<file path="src/rtl/fetch_pkg.sv">
// Shared types and elaboration checks for the instruction-fetch queue.
// Latency: n/a (types only). Backpressure: n/a.
// fq_entry_t is the default-width queue entry; fetch_queue re-declares the same layout at its own widths.
package fetch_pkg;

    localparam int FQ_DATA_W = 32;
    localparam int FQ_ADDR_W = 32;

    typedef struct packed {
        logic [FQ_ADDR_W-1:0] pcplus4;
        logic [FQ_DATA_W-1:0] instr;
    } fq_entry_t;

    localparam int FQ_NOP = 0;

    function automatic bit fqParamsOk(input int depth, input int addrW);
        return (depth >= 2) && ((depth & (depth - 1)) == 0) && (addrW >= 3);
    endfunction

endpackage

</file>
<file path="src/rtl/fq_storage.sv">
// Entry array for the fetch queue: one synchronous write port, one asynchronous read port, no reset.
// Latency: write visible on the read port the cycle after the write edge. Backpressure: none, caller gates wrEn.
// Contents are don't-care until written; validity is tracked by the caller's count.
module fq_storage
    import fetch_pkg::*;
#(
    parameter type entry_t = fq_entry_t,
    parameter int  DEPTH   = 4,
    localparam int PTR_W   = $clog2(DEPTH)
) (
    input  logic             clk,
    input  logic             wrEn,
    input  logic [PTR_W-1:0] wrPtr,
    input  entry_t           wrData,
    input  logic [PTR_W-1:0] rdPtr,
    output entry_t           rdData
);

    entry_t mem [DEPTH];

    always_ff @(posedge clk) begin
        if (wrEn) begin
            mem[wrPtr] <= wrData;
        end
    end

    assign rdData = mem[rdPtr];

endmodule

</file>
<file path="src/rtl/fetch_queue.sv">
// Instruction-fetch front end: PC register, PC+4 adder and a DEPTH-entry queue decoupling fetch from decode.
// Latency: 1 cycle fetch-to-head (0 with FETCH_QUEUE_BYPASS_EN on an empty queue); redirect target at head 2 cycles later (1 with bypass).
// Backpressure: deq_ready low lets the queue fill; when full, fetch_pc holds and the same address is re-presented.
module fetch_queue
    import fetch_pkg::*;
#(
    parameter int                DATA_W   = 32,
    parameter int                ADDR_W   = 32,
    parameter int                DEPTH    = 4,
    parameter logic [ADDR_W-1:0] RESET_PC = '0,
    localparam int               CNT_W    = $clog2(DEPTH + 1)
) (
    input  logic              clk,
    input  logic              rst,
    output logic [ADDR_W-1:0] imem_addr,
    input  logic [DATA_W-1:0] imem_rdata,
    input  logic              redirect_valid,
    input  logic [ADDR_W-1:0] redirect_pc,
    input  logic              deq_ready,
    output logic              out_valid,
    output logic [DATA_W-1:0] out_instr,
    output logic [ADDR_W-1:0] out_pcplus4,
    output logic [CNT_W-1:0]  occupancy
);

    localparam int PTR_W = $clog2(DEPTH);

    typedef struct packed {
        logic [ADDR_W-1:0] pcplus4;
        logic [DATA_W-1:0] instr;
    } entry_t;

    if (!fqParamsOk(DEPTH, ADDR_W)) begin : gBadParams
        $error("fetch_queue: DEPTH must be a power of two >= 2 and ADDR_W >= 3");
    end

    logic [ADDR_W-1:0] fetchPc;
    logic [ADDR_W-1:0] pcPlus4;
    logic [PTR_W-1:0]  rdPtr;
    logic [PTR_W-1:0]  wrPtr;
    logic [CNT_W-1:0]  count;
    logic              notEmpty;
    logic              queueDeq;
    logic              fetchOk;
    logic              enq;
    logic              bypass;
    logic              wrEn;
    entry_t            fetchEntry;
    entry_t            headEntry;

    assign pcPlus4  = fetchPc + ADDR_W'(4);
    assign notEmpty = (count != '0);
    // Dequeue is qualified on stored entries only, which keeps the bypass path free of a combinational loop.
    assign queueDeq = notEmpty & deq_ready;
    assign fetchOk  = (count < CNT_W'(DEPTH)) | queueDeq;
    assign enq      = fetchOk & ~redirect_valid;

`ifdef FETCH_QUEUE_BYPASS_EN
    assign bypass = ~notEmpty & enq & deq_ready;
`else
    assign bypass = 1'b0;
`endif

    assign wrEn       = enq & ~bypass;
    assign fetchEntry = '{pcplus4: pcPlus4, instr: imem_rdata};

    fq_storage #(
        .entry_t (entry_t),
        .DEPTH   (DEPTH)
    ) uStorage (
        .clk    (clk),
        .wrEn   (wrEn),
        .wrPtr  (wrPtr),
        .wrData (fetchEntry),
        .rdPtr  (rdPtr),
        .rdData (headEntry)
    );

    always_ff @(posedge clk) begin
        if (rst) begin
            fetchPc <= RESET_PC;
            rdPtr   <= '0;
            wrPtr   <= '0;
            count   <= '0;
        end else if (redirect_valid) begin
            fetchPc <= redirect_pc;
            rdPtr   <= '0;
            wrPtr   <= '0;
            count   <= '0;
        end else begin
            if (enq) begin
                fetchPc <= pcPlus4;
            end
            if (wrEn) begin
                wrPtr <= wrPtr + PTR_W'(1);
            end
            if (queueDeq) begin
                rdPtr <= rdPtr + PTR_W'(1);
            end
            count <= count + CNT_W'(wrEn) - CNT_W'(queueDeq);
        end
    end

    always_comb begin
        out_valid   = 1'b0;
        out_instr   = DATA_W'(FQ_NOP);
        out_pcplus4 = ADDR_W'(FQ_NOP);
        if (notEmpty) begin
            out_valid   = 1'b1;
            out_instr   = headEntry.instr;
            out_pcplus4 = headEntry.pcplus4;
        end
`ifdef FETCH_QUEUE_BYPASS_EN
        if (bypass) begin
            out_valid   = 1'b1;
            out_instr   = fetchEntry.instr;
            out_pcplus4 = fetchEntry.pcplus4;
        end
`endif
    end

    assign imem_addr = fetchPc;
    assign occupancy = count;

endmodule

</file>
<file path="config.mk">
export PLATFORM = sky130hd
export DESIGN_NAME = fetch_queue
export DESIGN_NICKNAME = d
export VERILOG_FILES = /design/src/rtl/fetch_pkg.sv /design/src/rtl/fq_storage.sv /design/src/rtl/fetch_queue.sv
export SDC_FILE = /design/constraint.sdc
export NUM_CORES = 1
export LEC_CHECK = 0
export CELL_PAD_IN_SITES_DETAIL_PLACEMENT = 1
export CELL_PAD_IN_SITES_GLOBAL_PLACEMENT = 2
export CORE_MARGIN = 5
export CORE_UTILIZATION = 40
export DETAILED_ROUTE_END_ITERATION = 10
export PLACE_DENSITY_LB_ADDON = 0.1
export RECOVER_POWER = 50
export SLEW_MARGIN = 20
export SYNTH_ARGS = -nofsm -noshare
export SYNTH_HDL_FRONTEND = slang
export SYNTH_SLANG_ARGS = --single-unit
</file>
<file path="constraint.sdc">
create_clock -name clk -period 5 [get_ports clk]
set_input_delay 1.25 -clock clk [delete_from_list [all_inputs] [get_ports clk]]
set_output_delay 1.25 -clock clk [all_outputs]
set_load 0.03 [all_outputs]
</file>
# Word-level counts from Yosys, hierarchy flattened
# Memory sizes are Yosys's and may differ from the RTL's. A register that Yosys moved wholly into a read port is not among the register bits.
# Cells that the tools add are included.
# totals
register_bits,39
mem_bits_rw,256
input_bits,68
output_inout_bits,100
wordCells,27
memories,1
# classes
addsub,5
order_cmp,1
mux,9
bitwise,4
n_reduce_logical,3
# mem_list
memory,words,word_bits,rd,rd_ports_with_merged_regs,write_ports,line_no,source
uStorage.mem,4,64,1,1,1,fq_storage.sv:19,entry_t mem [DEPTH];
# ops
cell,count
$mux W32,4
$add A32 B3 Y32 const B,1
$add A2 B1 Y2 const B,2
$mux W2,2
$add A3 B1 Y3,1
$lt A3 B3 Y1 const B,1
$mux W1,3
$reduce_bool A3 Y1,1
$sub A3 B1 Y3,1
$and A1 B1 Y1,2
$reduce_bool A2 Y1,1
$reduce_or A2 Y1,1
$not A1 Y1,1
$or A1 B1 Y1,1

# Depth between registers and ports, before layout
# depth
word_depth,6
mapped_depth,10
ltp_nobuf,9

# Cells and area by module
# From an unflattened synthesis, not the netlist that was laid out.
# unflattened
hier_cells,759
hier_area_um2,12495.7
# by_module_without_submodules
mod,instances,cells_each,area_per_inst_um2,seq_area_each_um2
fq_storage,1,338,9341.5,7687.4
fetch_queue,1,421,3154.3,780.7

# Worst setup path before layout
# OpenSTA, ideal clock, no wires.
# synth_timing
kind,input to register
from,input port redirect_valid
to,memory uStorage.mem[3][0] (netlist name) (enable)
setup_time_ns,0.429
arrival_time_ns,3.435
required_ns,4.571
setup_slack_ns,1.136
stages,4
path_buffers,2
cell_sequence,clkbuf_1 -> inv_2 -> clkbuf_1 -> and3_1
# synth_between
elab_chain_cells,4
# synth_lines
element,line_no,source
from (decl),fetch_queue.sv:17,"input logic redirect_valid,"
$not A1 Y1,fetch_queue.sv:56,assign enq = fetchOk & ~redirect_valid;
$and A1 B1 Y1,fetch_queue.sv:56,
$mux W1,fq_storage.sv:22,if (wrEn) begin
$mux W1 (not written as such),fq_storage.sv:23,mem[wrPtr] <= wrData;
to (decl),fq_storage.sv:19,
# No other way between the ends.

==> metrics.yaml <==
finalMaxSlewViolations: 152
antenna_cells: 0
dp_hpwl_mm: 20.7
slowest_delay_ns: 0.66
cts.path.max_buffers: 3
worst_pin_slew_ns: 2.18
worstSkewPairLatency_ns: 0.50
period_needed_ns: 4.08
initial_core_util_pct: 40.5
drt_iter0_drc: 485
async_reset_ff_share_pct: 0
drv_cap: 5
cts_setup_buffers: 0
syn_nets: 834
port_buffers: 167
setup_viol: 0
seq_area_frac_synth_pct: 68.7
drc: 0
hold_viol_final: 0
grt_use_total_pct: 18.0
core_um2: 30600
routed_wl_mm: 30.7
hold_path.class: "register to register"
synth_top_flop_cell: "edfxtp_1"
slew_headroom_pct: -45.0
drt_pass1_iterations: 4
critPathBufInv: 2
p_leak_nw: 4.95
path_max_fanout: 23
startpoint_type: "register"
drive_above_1_share_pct: 13.7
syn_area_per_cell_um2: 16.3
path_delay_family: "buffers and inverters"
fin_nets: 1002
finalCritPeriodShare_pct: 81.5
crit_chain: "buf_4, mux4_2, and2_1, clkdlybuf4s50_1"
synth_edf_count: 256
cts_tree: "yes"
critPathRequiredTime_ns: 3.75
viasPerCell: 5.34
overflow: 0
yosys_warnings: 0
first_global_vias: 7942
place_ws_ns: 1.27
grt_pass1_wl_mm: 47.9
irDropWorstVdd_uv: 174
syn_inst: 759
die_w_um: 186
cts_root_buffer: "clkbuf_16"
dieArea_um2: 34600
cts_resized: 0
violations: "capacitance limit, slew limit"
skew_ns: 0.0117
vias: 7199
htreeDepth: 2
cts_num_sinks: 297
tns_ns: 0
ios: 168
criticalPathCategory: "register to output port"
antenna_found_initial: 0
ctsHoldBuffers: 0
clkSlewWorstSetupHoldPaths_ns: 0.06
status: "complete, but fails checks"
arrival_ns: 2.83
power_density_nw_per_um2: 370
die_h_um: 186
timing.fmax_mhz: 245
area.growth.synth_to_final_pct: 25.0
end_kind: "output port"
rsz0062_at_grt: "no"
wire_per_inst_um: 22.8
numCtsBuffers: 34
grt_max_degree: 65
fin_ws_ns: 0.923
synth.distinct_cells: 51
placementRows: 64
syn_area_um2: 12400
ys_seq_elements: 297
cpMaxStageDelayCell: "dfxtp_4"
antenna_left: 0
gp_congestion: 0.769
==> worst min-delay path: cells and delay by family, from the launching register on <==
family             cells  cell delay (ns)
and+or+nand+nor        1             0.06
DFF                    1             0.33
AOI/OAI and AO/OA      1             0.06
==> where the power goes <==
group | switching [W] | internal, W
sequential | 0.0000689 | 0.00280
clock | 0.000920 | 0.00131
combinational | 0.000349 | 0.000272
==> registers in the layout, summed over array words and instances (netlist names), named ones only <==
| signal | flops |
|---|---|
| imem_addr | 32 |
| occupancy | 3 |
| rdPtr | 2 |
| uStorage.mem | 256 |
| wrPtr | 2 |
==> synth_stat cells (all sizes together), types with 2 or more instances <==
master,number,share of area [%]
edfxtp,256,62
and2,67,3.4
mux4,64,12
dfxtp,41,6.6
nor2,37,1.1
clkbuf,33,1.0
nand2,30,0.91
xnor2,28,2.0
nand3,22,0.89
buf,18,0.78
nand4,17,0.91
a311oi,15,1.1
xor2,12,0.85
inv,11,0.33
nor4,11,0.61
or3,10,0.51
or4,10,0.64
o21ai,9,0.36
a211oi,8,0.48
and3,8,0.40
ha,6,0.61
o31ai,6,0.36
and4,5,0.35
nor3,5,0.20
a21oi,3,0.12
a31oi,3,0.15
a2111oi,2,0.14
a31o,2,0.14
mux2i,2,0.16
nand2b,2,0.10
nor2b,2,0.10
o221a,2,0.18
or2,2,0.10
==> routing by layer <==
metal | vias to the layer above | share of wire (%) | wire [µm] | global-route usage, %
li1 | 3312 | - | - | -
met1 | 3677 | 44 | 13700 | 25.1
met2 | 178 | 50 | 15300 | 30.3
met3 | 32 | 4.8 | 1490 | 3.13
met4 | 0 | 1.1 | 349 | 3.26
met5 | - | 0 | 0 | 0
==> cells in the final DEF (no fill, tap or decap), types with 3 or more instances in the layout <==
cell             netlist  final
a31oi_1                3      3
and2_1                67     66
nand2_1               30     30
mux4_2                64     64
a21oi_1                3      3
a311oi_1              15     15
inv_1                 10     11
clkbuf_1              33     13
nor3_1                 5      5
or3_1                  9      8
o31ai_1                6      6
nand4_1               16     16
clkinv_2               0      5
dlygate4sd3_1          0     39
and3_1                 8      8
edfxtp_1             256    256
nand3_1               22     22
xnor2_1               28     28
dfxtp_1               41     39
ha_1                   6      6
clkinv_1               0      7
buf_12                 0      3
a211oi_1               8      8
clkbuf_16              0     36
xor2_1                12     12
and4_1                 5      5
or4_1                  9      9
clkdlybuf4s50_1        0    128
buf_4                  4     10
nor4_1                10     11
o21ai_0                9      9
nor2_1                37     37
==> worst paths after layout <==
| kind | depth (start not counted) | slack (ns) | to | start |
|---|---|---|---|---|
| max | 4 | 0.92 | out_pcplus4[14] | register |
| min reg2reg | 2 | 0.51 | wrPtr[1] | wrPtr[1] |
| min | 2 | 0.51 | wrPtr[1] | wrPtr[1] |
| max reg2reg | 5 | 1.62 | uStorage.mem[2][62] | imem_addr[2] |
==> stage by stage <==
stage | util [%] | hold slack [ns] | cells | instance area [µm²] | total power [W]
2_1_floorplan | - | 0.465 | 759 | 12400 | 0.00326
3_3_place_gp | 47.5 | 0.479 | 1287 | 14500 | 0.00354
3_5_place_dp | 47.5 | 0.519 | 1287 | 14500 | 0.00356
4_1_cts | 50.8 | 0.518 | 1347 | 15500 | 0.00582
5_1_grt | 50.7 | 0.538 | 1347 | 15500 | 0.00597
6_report | 50.7 | 0.508 | 1347 | 15500 | 0.00573
==> final cells by class <==
cell class              instances  area [µm²]
repair buffers                183        1820
fillers                      2940       15100
inverters                      11        41.3
flip-flops and latches        297        8520
well taps                     396         495
clock inverters                14        67.6
multi-input cells             400        3620
clock buffers                  46         938
==> kinds of logic (layout without fill, tap and decap cells) <==
logic type	after synthesis	after routing	synth area share, %
XOR/XNOR	40	40	2.83
AND/OR/NAND/NOR	231	231	10.4
buffers and inverters	62	254	2.11
AO/OA/AOI/OAI	56	56	3.41
adder cells (fa/ha/maj)	7	7	0.767
flip-flops	297	297	68.7
multiplexers	66	66	11.8
Power figures use the tool's default switching activity.
